File: src/rtl/spi_master.sv
// -----------------------------------------------------------------------------
// spi_master
//   Single-slave SPI bus master, SPI mode 2 (CPOL=1, CPHA=0), LSB first.
//   SCK idles high. MOSI changes on SCK falling edges and MISO is captured on
//   SCK rising edges. Every output comes straight from a register, so SCK,
//   SS and MOSI are glitch-free.
//
//   Parameters
//     DATA_WIDTH : bits per transfer (must match the slave)
//     CLK_DIV    : SCK half-period in clk cycles (>=1)
//     SS_LEAD    : clk cycles from SS falling to the first SCK fall (>=1)
//     SS_LAG     : clk cycles from the last SCK rise to SS rising (>=1)
//     SS_GAP     : clk cycles from SS rising to ready (>=1)
//
//   Ports
//     clk      in   system clock, rising-edge active
//     reset    in   asynchronous reset, active low
//     start    in   transfer request, taken only while the master is idle
//     tx_data  in   word to send, sampled when start is accepted
//     ready    out  master idle and able to accept start
//     rx_data  out  last received word, held until the next rx_valid
//     rx_valid out  one-cycle pulse, rx_data updated in the same cycle
//     SCK      out  serial clock (idles high)
//     SS       out  slave select, active low
//     MOSI     out  serial data out
//     MISO     in   serial data in (ignored while SS is high)
// -----------------------------------------------------------------------------
module spi_master #(
    parameter int DATA_WIDTH = 8,
    parameter int CLK_DIV    = 2,
    parameter int SS_LEAD    = 1,
    parameter int SS_LAG     = 1,
    parameter int SS_GAP     = 1
) (
    input  logic                  clk,
    input  logic                  reset,
    input  logic                  start,
    input  logic [DATA_WIDTH-1:0] tx_data,
    output logic                  ready,
    output logic [DATA_WIDTH-1:0] rx_data,
    output logic                  rx_valid,
    output logic                  SCK,
    output logic                  SS,
    output logic                  MOSI,
    input  logic                  MISO
);

    // One down-counter serves the lead, half-period, lag and gap intervals,
    // so it is sized for the longest of them.
    localparam int M1      = (SS_LEAD > CLK_DIV) ? SS_LEAD : CLK_DIV;
    localparam int M2      = (SS_LAG > SS_GAP) ? SS_LAG : SS_GAP;
    localparam int CNT_MAX = ((M1 > M2) ? M1 : M2) - 1;
    localparam int CNT_W   = (CNT_MAX < 2) ? 1 : $clog2(CNT_MAX + 1);
    localparam int BIT_W   = (DATA_WIDTH < 2) ? 1 : $clog2(DATA_WIDTH);

    localparam logic [CNT_W-1:0] LEAD_LOAD = CNT_W'(SS_LEAD - 1);
    localparam logic [CNT_W-1:0] DIV_LOAD  = CNT_W'(CLK_DIV - 1);
    localparam logic [CNT_W-1:0] LAG_LOAD  = CNT_W'(SS_LAG - 1);
    localparam logic [CNT_W-1:0] GAP_LOAD  = CNT_W'(SS_GAP - 1);
    localparam logic [BIT_W-1:0] BIT_LAST  = BIT_W'(DATA_WIDTH - 1);

    typedef enum logic [2:0] {
        IDLE,
        LEAD,
        XFER,
        LAG,
        GAP
    } state_t;

    state_t                  r_state;
    logic [CNT_W-1:0]        r_cnt;
    logic [BIT_W-1:0]        r_bit_cnt;
    logic [DATA_WIDTH-1:0]   r_tx;
    logic [DATA_WIDTH-1:0]   r_rx;
    logic [DATA_WIDTH-1:0]   r_rx_data;
    logic                    r_rx_valid;
    logic                    r_ready;
    logic                    r_sck;
    logic                    r_ss;
    logic                    r_mosi;

    logic                    w_gap_done;
    logic                    w_accept;

    // A request is also taken on the last GAP cycle, the same edge on which
    // ready would otherwise rise. With start held high this keeps SS high
    // for exactly SS_GAP cycles between back-to-back transfers.
    assign w_gap_done = (r_state == GAP) && (r_cnt == '0);
    assign w_accept   = start && ((r_state == IDLE) || w_gap_done);

    always_ff @(posedge clk or negedge reset) begin
        if (!reset) begin
            r_state    <= IDLE;
            r_cnt      <= '0;
            r_bit_cnt  <= '0;
            r_tx       <= '0;
            r_rx       <= '0;
            r_rx_data  <= '0;
            r_rx_valid <= 1'b0;
            r_ready    <= 1'b1;
            r_sck      <= 1'b1;
            r_ss       <= 1'b1;
            r_mosi     <= 1'b0;
        end else begin
            r_rx_valid <= 1'b0;
            if (w_accept) begin
                r_tx      <= tx_data;
                r_bit_cnt <= '0;
                r_cnt     <= LEAD_LOAD;
                r_ss      <= 1'b0;
                r_ready   <= 1'b0;
                r_state   <= LEAD;
            end else begin
                unique case (r_state)
                    IDLE: begin
                        r_ready <= 1'b1;
                    end
                    LEAD: begin
                        if (r_cnt == '0) begin
                            // First falling edge presents bit 0.
                            r_sck   <= 1'b0;
                            r_mosi  <= r_tx[0];
                            r_tx    <= r_tx >> 1;
                            r_cnt   <= DIV_LOAD;
                            r_state <= XFER;
                        end else begin
                            r_cnt <= r_cnt - 1'b1;
                        end
                    end
                    XFER: begin
                        if (r_cnt != '0) begin
                            r_cnt <= r_cnt - 1'b1;
                        end else if (!r_sck) begin
                            // Rising edge: capture MISO into the MSB, shift right.
                            r_sck <= 1'b1;
                            r_rx  <= (r_rx >> 1) | (DATA_WIDTH'(MISO) << (DATA_WIDTH - 1));
                            if (r_bit_cnt == BIT_LAST) begin
                                r_cnt   <= LAG_LOAD;
                                r_state <= LAG;
                            end else begin
                                r_bit_cnt <= r_bit_cnt + 1'b1;
                                r_cnt     <= DIV_LOAD;
                            end
                        end else begin
                            // Falling edge: present the next bit.
                            r_sck  <= 1'b0;
                            r_mosi <= r_tx[0];
                            r_tx   <= r_tx >> 1;
                            r_cnt  <= DIV_LOAD;
                        end
                    end
                    LAG: begin
                        if (r_cnt == '0) begin
                            r_ss       <= 1'b1;
                            r_mosi     <= 1'b0;
                            r_rx_data  <= r_rx;
                            r_rx_valid <= 1'b1;
                            r_cnt      <= GAP_LOAD;
                            r_state    <= GAP;
                        end else begin
                            r_cnt <= r_cnt - 1'b1;
                        end
                    end
                    GAP: begin
                        if (r_cnt == '0) begin
                            r_ready <= 1'b1;
                            r_state <= IDLE;
                        end else begin
                            r_cnt <= r_cnt - 1'b1;
                        end
                    end
                    default: begin
                        r_state <= IDLE;
                    end
                endcase
            end
        end
    end

    assign ready    = r_ready;
    assign rx_data  = r_rx_data;
    assign rx_valid = r_rx_valid;
    assign SCK      = r_sck;
    assign SS       = r_ss;
    assign MOSI     = r_mosi;

endmodule

File: config.mk
export PLATFORM = sky130hd
export DESIGN_NAME = spi_master
export DESIGN_NICKNAME = d
export VERILOG_FILES = /design/src/rtl/spi_master.sv
export SDC_FILE = /design/constraint.sdc
export NUM_CORES = 1
export LEC_CHECK = 0
export CAP_MARGIN = 20
export CORE_ASPECT_RATIO = 1.75
export CORE_MARGIN = 2
export CORE_UTILIZATION = 55
export CTS_BUF_LIST = sky130_fd_sc_hd__clkbuf_4 sky130_fd_sc_hd__clkbuf_8
export CTS_CLUSTER_SIZE = 40
export DETAILED_ROUTE_END_ITERATION = 7
export PLACE_DENSITY = 0.88
export SYNTH_ARGS = -nofsm -noshare
export SYNTH_HDL_FRONTEND = slang
export SYNTH_SLANG_ARGS = --single-unit
File: constraint.sdc
create_clock -name clk -period 2.3 [get_ports clk]
set_input_delay 0.345 -clock clk [delete_from_list [all_inputs] [get_ports clk]]
set_output_delay 0.345 -clock clk [all_outputs]
set_load 0.02 [all_outputs]
==> results of run 1 <==
==> where the power goes <==
| part | internal (mW) | switching, mW | total [mW] |
|---|---|---|---|
| sequential | 0.952 | 0.272 | 1.22 |
| clock | 0.320 | 0.223 | 0.544 |
| combinational | 0.786 | 0.603 | 1.39 |
| total | 2.06 | 1.10 | 3.16 |
==> cell type report <==
type	instances	area (um2)	share of cell area
clock buffers	5	68.8	0.0337
clock inverters	3	42.5	0.0208
inverters	1	3.75	0.00184
multi-input cells	90	741	0.363
flip-flops and latches	36	905	0.443
well taps	28	35.0	0.0171
repair buffers	25	248	0.121
==> cells in the mapped netlist, types with 2 or more instances <==
| library cell | n |
|---|---|
| o21ai_0 | 7 |
| buf_2 | 3 |
| dfstp_2 | 3 |
| a31oi_1 | 3 |
| mux2_4 | 8 |
| mux2_2 | 22 |
| xnor2_1 | 2 |
| and3_1 | 2 |
| ha_1 | 2 |
| a21oi_1 | 4 |
| nor3_1 | 2 |
| dfrtp_1 | 33 |
| nor2_1 | 6 |
| nor2b_1 | 4 |
| buf_6 | 2 |
| nand2_1 | 9 |
==> flip-flops by register name, summed over array words and instances, names as in the netlist, 3 cells and up <==
name / cells
r_bit_cnt: 3
rx_data: 8
r_state: 3
r_rx: 8
r_tx: 8
==> placed cells by master, fill, tap and decap left out, types with 2 or more instances in the layout <==
| cell | n |
|---|---|
| nor3_1 | 2 |
| nor2b_1 | 4 |
| nor2_1 | 6 |
| a21oi_1 | 4 |
| xnor2_1 | 2 |
| o21ai_0 | 7 |
| mux2_2 | 22 |
| mux2_4 | 8 |
| and3_1 | 2 |
| clkdlybuf4s50_1 | 24 |
| dfstp_2 | 3 |
| clkbuf_8 | 5 |
| nand2_1 | 9 |
| dfrtp_1 | 33 |
| ha_1 | 2 |
| a31oi_1 | 3 |
==> logic make-up (layout without fill, tap and decap cells) <==
group	count (synthesis)	in the layout	synth area share
flip-flops	36	36	0.535
AND/OR/NAND/NOR	34	34	0.110
multiplexers	30	30	0.218
AO/OA/AOI/OAI	22	22	0.0851
buffers and inverters	7	34	0.0266
adder cells (fa/ha/maj)	2	2	0.0148
XOR/XNOR	2	2	0.0104
==> through the flow <==
step	hold WS, ps	total power [mW]	cell area (um2)	util
after floorplan	49.4	2.22	1690	-
final	478	3.16	2040	0.698
after global routing	517	3.36	2040	0.698
after global placement	478	2.54	1930	0.660
after CTS	485	3.18	2040	0.698
after detailed placement	487	2.63	1930	0.660
==> layer usage <==
layer / up-vias / share of wire / GRT usage
met1: 536 / 0.39 / 0.247
met2: 32 / 0.54 / 0.315
met4: 0 / 0.028 / 0.111
met3: 6 / 0.042 / 0.0628
li1: 526 / - / -
met5: - / 0 / 0
==> critical path, delay by kind of cell (launching register included) <==
kind / cells / cell delay (ps)
multiplexers: 1 / 350
AND/OR/NAND/NOR: 2 / 760
flip-flops: 1 / 670
==> worst max path at each step <==
stage	slack, ps	start	end
final	410	r_state[0]$_DFFE_PN0P_	r_rx[7]$_DFFE_PN0P_
after global placement	290	start	r_tx[6]$_DFFE_PN0P_
after detailed placement	220	start	r_tx[1]$_DFFE_PN0P_
after global routing	290	r_state[0]$_DFFE_PN0P_	r_bit_cnt[1]$_DFFE_PN0P_
after floorplan	690	r_cnt$_DFFE_PN0P_	r_rx[0]$_DFFE_PN0P_
after CTS	420	SCK$_DFFE_PN1P_	SCK
==> flow_metrics.tcl, run 1 <==
set metrics [dict create \
    status "complete, no violations" \
    placementRows 26 \
    routabilityCongestion 0.843 \
    cts.htree.levels 2 \
    first_iter_violations 23 \
    worst_r2r_startpoint "r_state[0]$_DFFE_PN0P_" \
    post-route-min-period_ps 1890 \
    drive_above_1_share 0.300 \
    firstDrtPassIters 4 \
    async_reset_ff_frac 1.00 \
    r2r-end "r_rx[7]$_DFFE_PN0P_" \
    synth_cell_types 37 \
    stdcell_count 188 \
    synth_cells 133 \
    totalWireLength_um 3040 \
    antenna_left 0 \
    syn_nets 147 \
    slew_viol_final 0 \
    cts_tree "built" \
    clkTransAtPathRegs_ps 70 \
    synth_edf_count 0 \
    ys_top_cells_by_area "dfrtp_1, mux2_2, mux2_4" \
    place_hpwl_um 2180 \
    reg2regPathDepth 3 \
    post-route-drc-count 0 \
    vias 1100 \
    grt_util_all_layers 0.205 \
    cp_cell_sequence "nand2b_1 > or2_1 > mux2_4" \
    critical_path.max_stage_delay_ps 670 \
    antenna_found_initial 0 \
    clockBufferDepth 2 \
    rsz0062_at_grt "no" \
    start_util 0.577 \
    dieArea_um2 3550 \
    endpoint_kind "register" \
    cts-root-buf "clkbuf_8" \
    p_per_area_nw_per_um2 1540 \
    worst_slack_ps 411 \
    tightest_slew_ps 524 \
    routedWlPerCell_um 16.2 \
    power.leakage_nw 0.912 \
    ctsResizeCount 0 \
    preCtsSetupSlack_ps 215 \
    nNetsFinal 173 \
    grt_max_degree 37 \
    clk_latency_ps 290 \
    crit_type "register to register" \
    clkSinkCount 36 \
    min_path_type "input pin to asynchronous set/reset pin" \
    n_antenna_cell 0 \
    slew_headroom 0.650 \
    synth_top_area_frac 0.489 \
    n_fill_cell 216 \
    ctsHoldBuffers 0 \
    core-area_um2 2930 \
    grt_pass1_vias 1086 \
    finalClockSkew_ps 5.63 \
    yosysSeqAreaShare 0.535 \
    ir_drop_mv 1.08 \
    gr-total-overflow 0 \
    die_w_um 45.9 \
    max_freq_mhz 529 \
    synth_seq_cells 36 \
    cap_violations 0 \
    grt_pass1_wl_um 5110 \
    start_kind "register" \
    synth_ff_type "dfrtp_1" \
    ys_warn_count 0 \
    cp_max_fo 17 \
    synth_top_area_cell "dfrtp_1" \
    viasPerCell 5.85 \
    dp_cells 180 \
    ios 25 \
    arrival_ps 2060 \
    port_buffers 24 \
    cts_buffers 5 \
    setup_viol 0 \
    dieHeight_um 77.3 \
    cp_slowest_cell "dfrtp_1" \
    post_cts_buffers 0 \
    syn_area_um2 1690 \
    fin_crit_sh 0.821 \
    syn_avg_cell_area_um2 12.7 \
    syn2layout_area_growth_pct 20.9 \
    tns_ps 0 \
    rrSetupSlack_ps 410 \
    required_ps 2470 \
    hold_violations 0 \
]
(Power assumes the default switching activity.)
==> run 2, diff against run 1 <==
- CORE_UTILIZATION: 55 -> 50
- PLACE_DENSITY: 0.88 -> 0.84
- clock period: 2.3 -> 1.6 ns (I/O delays scaled with it)
==> flow_metrics.tcl, run 2 (synthesis gave the netlist of run 1 again) <==
set metrics [dict create \
    hold_violations 0 \
    firstDrtPassIters 4 \
    layout_common_cells "dfrtp_1, mux2_2, clkdlybuf4s50_1, buf_4" \
    syn2layout_area_growth_pct 34.6 \
    max_freq_mhz 627 \
    clkSinkCount 36 \
    rrSetupSlack_ps 4 \
    grt_max_degree 37 \
    ios 25 \
    cts_tree "built" \
    cp_cell_sequence "ha_1 > ha_2 > nor2b_1 > o41ai_2 > nand2_1 > o311ai_2" \
    reg2regPathDepth 6 \
    clockBufferDepth 2 \
    critical_path.max_stage_delay_ps 390 \
    routedWlPerCell_um 14.9 \
    core-area_um2 3290 \
    nNetsFinal 194 \
    cts_buffers 5 \
    tightest_slew_ps 264 \
    power.leakage_nw 1.04 \
    start_kind "register" \
    first_iter_violations 24 \
    placementRows 28 \
    endpoint_kind "register" \
    clkTransAtPathRegs_ps 70 \
    grt_util_all_layers 0.205 \
    totalWireLength_um 3370 \
    crit_type "register to register" \
    slew_headroom 0.822 \
    grt_pass1_vias 1270 \
    cp_max_fo 4 \
    start_util 0.513 \
    antenna_found_initial 0 \
    layout_commonest_cell "dfrtp_1" \
    ir_drop_mv 1.50 \
    arrival_ps 1780 \
    p_per_area_nw_per_um2 2150 \
    required_ps 1780 \
    min_path_type "input pin to asynchronous set/reset pin" \
    routabilityCongestion 0.884 \
    r2r-end "r_cnt$_DFFE_PN0P_" \
    worst_r2r_startpoint "r_bit_cnt[0]$_DFFE_PN0P_" \
    dieArea_um2 3880 \
    n_antenna_cell 0 \
    cts-root-buf "clkbuf_8" \
    antenna_left 0 \
    post-route-min-period_ps 1600 \
    status "complete, no violations" \
    slew_viol_final 0 \
    cts.htree.levels 2 \
    post-route-drc-count 0 \
    port_buffers 24 \
    dpl_cell_area_um2 2130 \
    rsz0062_at_grt "yes" \
    clk_latency_ps 290 \
    postLayoutCoreUtil 0.691 \
    cap_violations 0 \
    vias 1250 \
    drive_above_1_share 0.425 \
    cp_slowest_cell "dfrtp_1" \
    dieHeight_um 80.9 \
    fin_crit_sh 0.997 \
    setup_viol 0 \
    die_w_um 48.0 \
    place_hpwl_um 2480 \
    total_power_mw 4.88 \
    viasPerCell 5.53 \
    final_area_um2 2270 \
    grt_pass1_wl_um 5530 \
    gr-total-overflow 0 \
    finalClockSkew_ps 3.50 \
]
## run 2: how the worst max path moves through the flow
stage          slack (ps)                     start  cells past startpoint                   to
3_5_place_dp         -160                     start                      6  r_tx[6]$_DFFE_PN0P_
6_report                4  r_bit_cnt[0]$_DFFE_PN0P_                      6    r_cnt$_DFFE_PN0P_
2_1_floorplan         -10         r_cnt$_DFFE_PN0P_                      5  r_rx[0]$_DFFE_PN0P_
3_3_place_gp         -120                     start                      6  r_tx[5]$_DFFE_PN0P_
4_1_cts                 4         r_cnt$_DFFE_PN0P_                      6  r_tx[6]$_DFFE_PN0P_
5_1_grt               -40  r_bit_cnt[0]$_DFFE_PN0P_                      6    r_cnt$_DFFE_PN0P_
## run 2: layout make-up
type                    count  area (um2)
flip-flops and latches     36         907
clock inverters             3        18.8
well taps                  45        56.3
inverters                   1        3.75
multi-input cells          90         786
fillers                   264        1020
clock buffers               5        68.8
repair buffers             46         434
## run 2: worst max-delay path, delay by kind of cell (launching register included)
family / cells / cell delay (ps)
AO/OA/AOI/OAI: 2 / 440
adder cells (fa/ha/maj): 2 / 400
flip-flops: 1 / 390
AND/OR/NAND/NOR: 2 / 260
## run 2: power breakdown
part / switching, mW / internal, mW / total [mW] / leakage [nW]
registers: 0.314 / 1.37 / 1.69 / 0.440
logic: 1.09 / 1.48 / 2.57 / 0.557
clock network: 0.321 / 0.303 / 0.624 / 0.0479
total: 1.73 / 3.16 / 4.88 / 1.04
## run 2: repair_timing
item                       in CTS  in global routing
pin swaps                       2                  3
resized for setup              10                  8
setup buffers                   0                  3
setup endpoints to repair      21                 11
hold buffers                    0                  0
## run 2: through the flow
step | worst slack [ps] | hold WS (ps) | TNS [ps] | std cells
6_report | 4.21 | 317 | 0 | 226
5_1_grt | -41.2 | 326 | -116 | 226
4_1_cts | 4.46 | 318 | 0 | 223
3_5_place_dp | -157 | 492 | -1110 | 216
3_3_place_gp | -116 | 478 | -809 | 216
2_1_floorplan | -11.1 | -55.6 | -89.1 | 133
## run 2: routing by layer
metal  share of wire  GRT usage
met4           0.020      0.100
met2            0.59      0.353
met5               0          0
met1            0.35      0.198
met3           0.048     0.0800
==> run 3, diff against run 2 <==
- REMOVE_ABC_BUFFERS: unset -> 1
- SKIP_CTS_REPAIR_TIMING: unset -> 1
==> flow_metrics.tcl, run 3 (synthesis gave the netlist of run 1 again) <==
set metrics [dict create \
    dieHeight_um 80.9 \
    syn2layout_area_growth_pct 36.4 \
    fin_crit_sh 0.989 \
    ios 25 \
    start_util 0.513 \
    cts_tree "built" \
    required_ps 1780 \
    totalWireLength_um 3330 \
    tightest_slew_ps 349 \
    start_kind "register" \
    cts.htree.levels 2 \
    dpl_cell_area_um2 2110 \
    arrival_ps 1760 \
    routabilityCongestion 0.845 \
    antenna_found_initial 0 \
    status "complete, no violations" \
    cp_max_fo 5 \
    layout_common_cells "dfrtp_1, mux2_2, clkdlybuf4s50_1, buf_4" \
    viasPerCell 5.36 \
    tns_ps 0 \
    endpoint_kind "register" \
    port_buffers 24 \
    n_antenna_cell 0 \
    core-area_um2 3290 \
    grt_util_all_layers 0.200 \
    hold_violations 0 \
    vias 1200 \
    dp_cells 213 \
    slew_viol_final 0 \
    post-route-drc-count 0 \
    clockBufferDepth 2 \
    clkSinkCount 36 \
    drive_above_1_share 0.430 \
    ir_drop_mv 1.38 \
    grt_pass1_vias 1245 \
    setup_viol 0 \
    slew_headroom 0.764 \
    clkTransAtPathRegs_ps 70 \
    grt_pass1_wl_um 5450 \
    firstDrtPassIters 4 \
    nNetsFinal 192 \
    dieArea_um2 3880 \
    layout_commonest_cell "dfrtp_1" \
    final_area_um2 2310 \
    worst_slack_ps 17.6 \
    cts_buffers 5 \
    max_freq_mhz 632 \
    grt_max_degree 37 \
    p_per_area_nw_per_um2 2190 \
    preCtsSetupSlack_ps -170 \
    stdcell_count 224 \
    crit_type "register to register" \
    min_path_type "input pin to asynchronous set/reset pin" \
    routedWlPerCell_um 14.9 \
    cts-root-buf "clkbuf_8" \
    power.leakage_nw 1.07 \
    die_w_um 48.0 \
    rsz0062_at_grt "yes" \
    antenna_left 0 \
    first_iter_violations 16 \
    cap_violations 0 \
    clk_latency_ps 290 \
    finalClockSkew_ps 2.25 \
    placementRows 28 \
    gr-total-overflow 0 \
    post-route-min-period_ps 1580 \
    place_hpwl_um 2380 \
]
[run 3: cell types whose count changed in the layout (fill, tap and decap cells not counted), sizes merged]
cell and change:
bufinv +1, clkinv -2, or2 +1, clkbuf +1, dlymetal6s2s +3, buf -3
dlygate4sd2 -3
[run 3: area by class of cell]
cell class	count	area, um2
Clock buffer	6	76.3
Clock inverter	2	35.0
Fill cell	253	987
Inverter	1	3.75
Multi-Input combinational cell	91	808
Sequential cell	36	907
Tap cell	45	56.3
Timing Repair Buffer	43	419
[run 3: worst max-delay path, cell delays in order (launching register included)]
cell and delay (ps):
dfrtp_1 430, or3_4 410, or2_4 310, mux2_4 310
[run 3: final timing paths]
kind / depth (start not counted) / endpoint / slack [ps] / start
setup / recovery: 3 / r_rx[4]$_DFFE_PN0P_ / 20 / r_cnt$_DFFE_PN0P_
min in group clk: 2 / ready$_DFFE_PN1P_ / 500 / ready$_DFFE_PN1P_
hold / removal: 2 / r_state[0]$_DFFE_PN0P_ / 310 / reset
setup reg to reg: 3 / r_rx[4]$_DFFE_PN0P_ / 20 / r_cnt$_DFFE_PN0P_
hold reg to reg: 2 / ready$_DFFE_PN1P_ / 500 / ready$_DFFE_PN1P_
max in group asynchronous: 2 / SS$_DFFE_PN1P_ / 1040 / reset
[run 3: per-layer routing]
| layer | vias up | wire [um] | track usage |
|---|---|---|---|
| li1 | 565 | - | - |
| met1 | 594 | 1230 | 0.219 |
| met2 | 29 | 1850 | 0.337 |
| met3 | 12 | 133 | 0.0667 |
| met4 | 0 | 112 | 0.0784 |
| met5 | - | 0 | 0 |
[run 3: report_power, final]
group	leakage, nW	internal, mW	switching, mW	total [mW]
combinational	0.576	1.48	1.08	2.56
clock	0.0586	0.479	0.323	0.802
sequential	0.440	1.37	0.322	1.70
total	1.07	3.33	1.73	5.05
[run 3: stage by stage]
step / hold WS [ps] / power, mW / utilization
CTS: 316 / 4.92 / 0.675
finish: 309 / 5.05 / 0.700
floorplan: -55.6 / 3.11 / -
detailed placement: 494 / 4.10 / 0.641
global placement: 485 / 3.98 / 0.641
global route: 331 / 5.39 / 0.700
